<file path="config.mk">
export PLATFORM = sky130hd
export DESIGN_NAME = instr_fetch_unit
export DESIGN_NICKNAME = d
export VERILOG_FILES = /design/src/rtl/instr_fetch_unit.sv
export SDC_FILE = /design/constraint.sdc
export NUM_CORES = 1
export LEC_CHECK = 0
export ABC_AREA = 1
export ABC_CLOCK_PERIOD_IN_PS = 1500
export CAP_MARGIN = 5
export CELL_PAD_IN_SITES_DETAIL_PLACEMENT = 1
export CELL_PAD_IN_SITES_GLOBAL_PLACEMENT = 1
export CORE_MARGIN = 3
export CORE_UTILIZATION = 33
export CTS_CLUSTER_DIAMETER = 150
export CTS_CLUSTER_SIZE = 8
export DETAILED_ROUTE_END_ITERATION = 10
export GPL_TIMING_DRIVEN = 0
export PLACE_DENSITY = 0.87
export SYNTH_ARGS = -nofsm -noshare
export SYNTH_HDL_FRONTEND = slang
export SYNTH_SLANG_ARGS = --single-unit
export TNS_END_PERCENT = 1
</file>
<file path="constraint.sdc">
create_clock -name clock -period 1.5 [get_ports clock]
set_input_delay 0.3 -clock clock [delete_from_list [all_inputs] [get_ports clock]]
set_output_delay 0.3 -clock clock [all_outputs]
set_load 0.05 [all_outputs]
</file>
<file path="src/rtl/instr_fetch_unit.sv">
// instr_fetch_unit: PC owner and instruction register with valid/ready handoff, jump redirect and halt detection.
// Optional macro FETCH_COUNT_EN adds a saturating accepted-instruction counter port.
module instr_fetch_unit #(
  parameter int ADDR_W = 4,
  parameter int DATA_W = 8,
  parameter logic [ADDR_W-1:0] RESET_PC = '0,
  parameter logic [DATA_W-1:0] HALT_OPCODE = '1
) (
  input  logic              clock,
  input  logic              reset_n,
  output logic [ADDR_W-1:0] mem_address,
  input  logic [DATA_W-1:0] mem_data,
  input  logic              jump_en,
  input  logic [ADDR_W-1:0] jump_target,
  input  logic              ir_ready,
  output logic [DATA_W-1:0] ir_out,
  output logic [ADDR_W-1:0] ir_pc,
  output logic              ir_valid,
  output logic              halted
`ifdef FETCH_COUNT_EN
  ,
  output logic [15:0]       fetch_count
`endif
);
  localparam logic [1:0] PRIME = 2'd0;
  localparam logic [1:0] RUN = 2'd1;
  localparam logic [1:0] HALTED = 2'd2;
  logic [1:0] state_q, state_d;
  logic [ADDR_W-1:0] pc_q, pc_d, ir_pc_q, ir_pc_d;
  logic [DATA_W-1:0] ir_q, ir_d;
  logic valid_q, valid_d, halted_q, halted_d;
  always_comb begin
    state_d = state_q;
    pc_d = pc_q;
    ir_d = ir_q;
    ir_pc_d = ir_pc_q;
    valid_d = valid_q;
    halted_d = halted_q;
    case (state_q)
      PRIME: state_d = RUN;
      RUN:
        if (jump_en) begin
          pc_d = jump_target;
          valid_d = 1'b0;
        end else if (!valid_q || ir_ready) begin
          ir_d = mem_data;
          ir_pc_d = pc_q;
          valid_d = 1'b1;
          if (mem_data == HALT_OPCODE) begin
            state_d = HALTED;
            halted_d = 1'b1;
          end else begin
            pc_d = pc_q + 1'b1;
          end
        end
      HALTED:
        if (jump_en) begin
          pc_d = jump_target;
          valid_d = 1'b0;
          halted_d = 1'b0;
          state_d = RUN;
        end else if (ir_ready) begin
          valid_d = 1'b0;
        end
      default: state_d = PRIME;
    endcase
  end
  always_ff @(posedge clock or negedge reset_n) begin
    if (!reset_n) begin
      state_q <= PRIME;
      pc_q <= RESET_PC;
      ir_q <= '0;
      ir_pc_q <= '0;
      valid_q <= 1'b0;
      halted_q <= 1'b0;
    end else begin
      state_q <= state_d;
      pc_q <= pc_d;
      ir_q <= ir_d;
      ir_pc_q <= ir_pc_d;
      valid_q <= valid_d;
      halted_q <= halted_d;
    end
  end
  assign mem_address = pc_q;
  assign ir_out = ir_q;
  assign ir_pc = ir_pc_q;
  assign ir_valid = valid_q;
  assign halted = halted_q;
`ifdef FETCH_COUNT_EN
  logic [15:0] cnt_q, cnt_d;
  assign cnt_d = (valid_q && ir_ready && cnt_q != 16'hFFFF) ? cnt_q + 16'd1 : cnt_q;
  always_ff @(posedge clock or negedge reset_n) begin
    if (!reset_n) cnt_q <= '0;
    else cnt_q <= cnt_d;
  end
  assign fetch_count = cnt_q;
`endif
endmodule

</file>
# After elaboration in Yosys (flattened, before gate mapping)
# Index checks and enable logic that the tools add are counted.
[totals] regBits=20
[classes] add_sub_neg=1 n_eq_ne=10 muxes=20 n_bitwise=1 n_reduce_logical=9
[ops] operator="two-way mux 4 bit" count=4
[ops] operator="inequality test 3 bit, second input constant" count=3
[ops] operator="== test 8 bit, second input constant" count=1
[ops] operator="two-way mux 1 bit" count=8
[ops] operator="two-way mux 2 bit" count=4
[ops] operator="inequality test 2 bit, second input constant" count=4
[ops] operator="one-hot mux 4 bit (2 select lines)" count=1
[ops] operator="AND reduction 4 bit" count=2
[ops] operator="one-hot mux 2 bit (3 select lines)" count=1
[ops] operator="AND reduction 3 bit" count=2
[ops] operator="AND reduction 5 bit" count=1
[ops] operator="adder 4 x 1 -> 4 bit, second input constant" count=1
[ops] operator="one-hot mux 1 bit (2 select lines)" count=2
[ops] operator="== test 2 x 1 -> 1 bit, second input constant" count=1
[ops] operator="== test 2 bit, second input constant" count=1
[ops] operator="zero test 2 bit" count=1
[ops] operator="nonzero test 2 bit" count=1
[ops] operator="zero test 1 bit" count=1
[ops] operator="logical OR 1 bit" count=1
[ops] operator="NOT 1 bit" count=1

# Longest topological paths before layout
[depth] depth_word=5 depth_mapped=9 depth_no_buf=9

# Worst setup path before layout
# OpenSTA, ideal clock, no wires.
[synth_path] path_type="reg2reg" start="register valid_q (netlist: ir_valid)" end="register ir_pc_q[0] (netlist: ir_pc[0])" setup_ps=125 arrival_time_ps=1408 path_slack_ps=-33 stages_incl_launch_ff=5 n_path_buf=1 cell_sequence="dfrtp_1 > nand2_1 > nand3_4 > buf_6 > mux2_4"
[synth_via] elab_chain_len=3
[synth_rtl] item="from (decl)" line_no="31" text="logic valid_q, valid_d, halted_q, halted_d;"
[synth_rtl] item="from (signal assigned)" line_no="81" text="valid_q <= valid_d;"
[synth_rtl] item="zero test 1 bit" line_no="45" text="end else if (!valid_q || ir_ready) begin"
[synth_rtl] item="logical OR 1 bit" line_no="45"
[synth_rtl] item="AND reduction 3 bit (no source line)"
[synth_rtl] item="to (signal assigned)" line_no="80" text="ir_pc_q <= ir_pc_d;"
[synth_rtl] item="to (decl)" line_no="29" text="logic [ADDR_W-1:0] pc_q, pc_d, ir_pc_q, ir_pc_d;"
# Every way passes these cells.
# A chain may end at the register's enable or synchronous reset.

# Final worst setup path
[layout_path] start="register pc_q[3] (netlist: mem_address[3])" end="output mem_address[3]"
[layout_rtl] item="from (decl)" line_no="29"
[layout_rtl] item="from (signal assigned)" line_no="78" text="pc_q <= pc_d;"
[layout_rtl] item="to (decl)" line_no="11" text="output logic [ADDR_W-1:0] mem_address,"
# No word-level cell between the ends.

==> flow_metrics.env <==
export IMPL_grt_antenna_before_repair=0
export IMPL_worst_path_buf_inv=1
export IMPL_critPathArrivalTime_ns=1.11
export IMPL_max_freq_mhz=708.9
export IMPL_insertion_delay_ns=0.31
export IMPL_clock_sinks=20
export IMPL_port_buffers=33
export IMPL_syn_area_um2=1005
export IMPL_skew_ns=0.003841
export IMPL_gr_total_overflow=0
export IMPL_drv_slew=0
export IMPL_finalHoldViolations=0
export IMPL_drive_gt1_frac=0.3165
export IMPL_powerDensity_nw_per_um2=2378
export IMPL_clk_pin_slew_ns=0.11
export IMPL_nNetsFinal=157
export IMPL_antenna_cells=0
export IMPL_clockBufferDepth=2
export IMPL_area_delta_synth_final_pct=37.86
export IMPL_ys_warn_count=0
export IMPL_final_cells=170
export IMPL_dieArea_um2=3742
export IMPL_root_buffer="clkbuf_4"
export IMPL_synth_nets=119
export IMPL_timing_final_crit_share=0.9404
export IMPL_start_kind="flop"
export IMPL_grt_pass1_vias=886
export IMPL_drc=0
export IMPL_start_util=0.3552
export IMPL_ys_types=22
export IMPL_place_hpwl_um=1945
export IMPL_syn_inst=102
export IMPL_hold_path_class="in -> async"
export IMPL_power_static_leakage_nw=0.6955
export IMPL_ys_seq_area_frac=0.4981
export IMPL_dieWidth_um=61.18
export IMPL_grt_pass1_wl_um=4077
export IMPL_crit_family="flip-flops"
export IMPL_status="complete, no violations"
export IMPL_gp_congestion=0.8138
export IMPL_dp_slack_ns=-0.2359
export IMPL_crit_fanout=4
export IMPL_power_internal_mw=1.648
export IMPL_power_frac_comb=0.568
export IMPL_post_cts_resized=45
export IMPL_worstMarginPinSlew_ns=0.8895
export IMPL_grt_use_total=0.1462
export IMPL_path_class="reg -> out"
export IMPL_crit_path_end="mem_address[3]"
export IMPL_critPathLaunch="mem_address[3]$_DFFE_PN0P_"
export IMPL_setup_ws_ns=0.08941
export IMPL_worst_r2r_endpoint="ir_out[6]$_DFFE_PN0P_"
export IMPL_fin_crit_ns=1.411
export IMPL_r2r_setup_slack_ns=0.13
export IMPL_pwr_share_clk=0.134
export IMPL_reg2reg_depth=4
export IMPL_final_common_cell="nand2_1"
export IMPL_setup_violations_final=0
export IMPL_path_depth=1
export IMPL_cap_violations=0
export IMPL_path_cells="clkdlybuf4s15_2"
export IMPL_syn_area_per_cell_um2=9.850
export IMPL_num_rows=19
export IMPL_htree_levels=1
export IMPL_fp_dieH_um=61.18
export IMPL_drt_pass1_iterations=3
export IMPL_rsz0062_at_grt="no"
export IMPL_drt_vias_per_instance=4.988
export IMPL_io_pins=34
export IMPL_synth_seq_cells=20
export IMPL_numCtsBuffers=3
export IMPL_first_iter_violations=15
export IMPL_worst_ep_required_time_ns=1.20
export IMPL_slew_headroom=0.4051
export IMPL_power_share_sequential=0.298
export IMPL_cts_tree="yes"
export IMPL_avgRoutedWirePerCell_um=14.92
export IMPL_post_cts_buffers=0
export IMPL_final_cell_mix="31 x nand2_1, 18 x dfrtp_1, 15 x clkdlybuf4s50_1"
export IMPL_grt_max_degree=21
export IMPL_switchingPower_mw=1.645
export IMPL_postCtsHoldBufs=0
export IMPL_ant_nets=0
export IMPL_p_sw_frac=0.4995
export IMPL_irDropWorstVdd_v=0.0007825
export IMPL_vias=848
export IMPL_slowest_delay_ns=0.41
export IMPL_end_kind="output pin"
export IMPL_cp_slowest_cell="dfrtp_1"
export IMPL_coreArea_um2=2829
export IMPL_utilization=0.4896
export IMPL_wl_um=2536
export IMPL_reg2reg_from="state_q[1]$_DFFE_PN0P_"
export IMPL_dp_cells=166
==> registers in the layout (all words and copies together) (netlist names) <==
| name | flops |
|---|---|
| ir_valid | 1 |
| state_q | 2 |
| mem_address | 4 |
| halted | 1 |
| ir_out | 8 |
| ir_pc | 4 |
==> layer usage <==
metal / part of all wire / GRT usage
met1: 0.42 / 0.1759
met2: 0.49 / 0.2568
met3: 0.074 / 0.02516
met4: 0.015 / 0.05882
met5: 0 / 0
==> kinds of logic (layout without fill, tap and decap cells) <==
| kind of cell | count (synthesis) | count (layout) | share of synthesized area |
|---|---|---|---|
| XOR/XNOR | 1 | 1 | 0.008719 |
| buffers and inverters | 8 | 45 | 0.03735 |
| multiplexers | 11 | 11 | 0.1494 |
| AND/OR/NAND/NOR | 54 | 54 | 0.2541 |
| flip-flops | 20 | 20 | 0.4981 |
| AO/OA/AOI/OAI | 7 | 7 | 0.03985 |
| adder cells (fa/ha/maj) | 1 | 1 | 0.01245 |
==> power by group through the flow <==
stage / sequential (mW) / combinational [mW] / clock, mW
after floorplan: 1.76 / 0.584 / 0
after global placement: 0.970 / 1.98 / 0
after detailed placement: 0.993 / 2.03 / 0
after CTS: 0.982 / 1.95 / 0.455
after global routing: 1.03 / 1.99 / 0.486
final: 0.982 / 1.87 / 0.440
==> stage by stage <==
stage          cell area, um2  hold slack (ns)   TNS, ns  power [mW]
2_1_floorplan            1006         0.004409         0       2.344
3_3_place_gp             1375           0.4735    -2.685       2.948
3_5_place_dp             1375           0.4873    -3.146       3.025
4_1_cts                  1439           0.5041  -0.02804       3.390
5_1_grt                  1385           0.5268         0       3.503
6_report                 1385           0.4856         0       3.293
==> worst min path at each step <==
stage,from,cells after the start,end
2_1_floorplan,reset_n,0,halted$_DFFE_PN0P_
3_3_place_gp,ir_out[1]$_DFFE_PN0P_,1,ir_out[1]$_DFFE_PN0P_
3_5_place_dp,ir_pc[3]$_DFFE_PN0P_,2,ir_pc[3]$_DFFE_PN0P_
4_1_cts,reset_n,1,ir_out[4]$_DFFE_PN0P_
5_1_grt,ir_out[2]$_DFFE_PN0P_,1,ir_out[2]$_DFFE_PN0P_
6_report,reset_n,1,ir_pc[2]$_DFFE_PN0P_
==> cells in the mapped netlist, drive strengths merged <==
| cell type | instances | area (um2) |
|---|---|---|
| nand4 | 1 | 6.260 |
| mux2 | 11 | 150.1 |
| inv | 7 | 26.27 |
| nor2 | 9 | 52.56 |
| buf | 1 | 11.26 |
| a21oi | 3 | 18.77 |
| ha | 1 | 12.51 |
| nand2 | 35 | 138.9 |
| dfrtp | 20 | 500.5 |
| xor2 | 1 | 8.760 |
| o21ai | 3 | 15.01 |
| nand3 | 9 | 57.56 |
| a31oi | 1 | 6.260 |
==> area by class of cell <==
cell class | count | area, um2
multi-input combinational | 74 | 469.2
sequential | 20 | 503.0
clock inverter | 1 | 30.03
tap | 31 | 38.79
inverter | 7 | 26.28
buffer | 1 | 11.26
clock buffer | 3 | 22.52
fill | 329 | 1444
timing repair buffer | 33 | 284.0
Power figures use the tool's default switching activity.
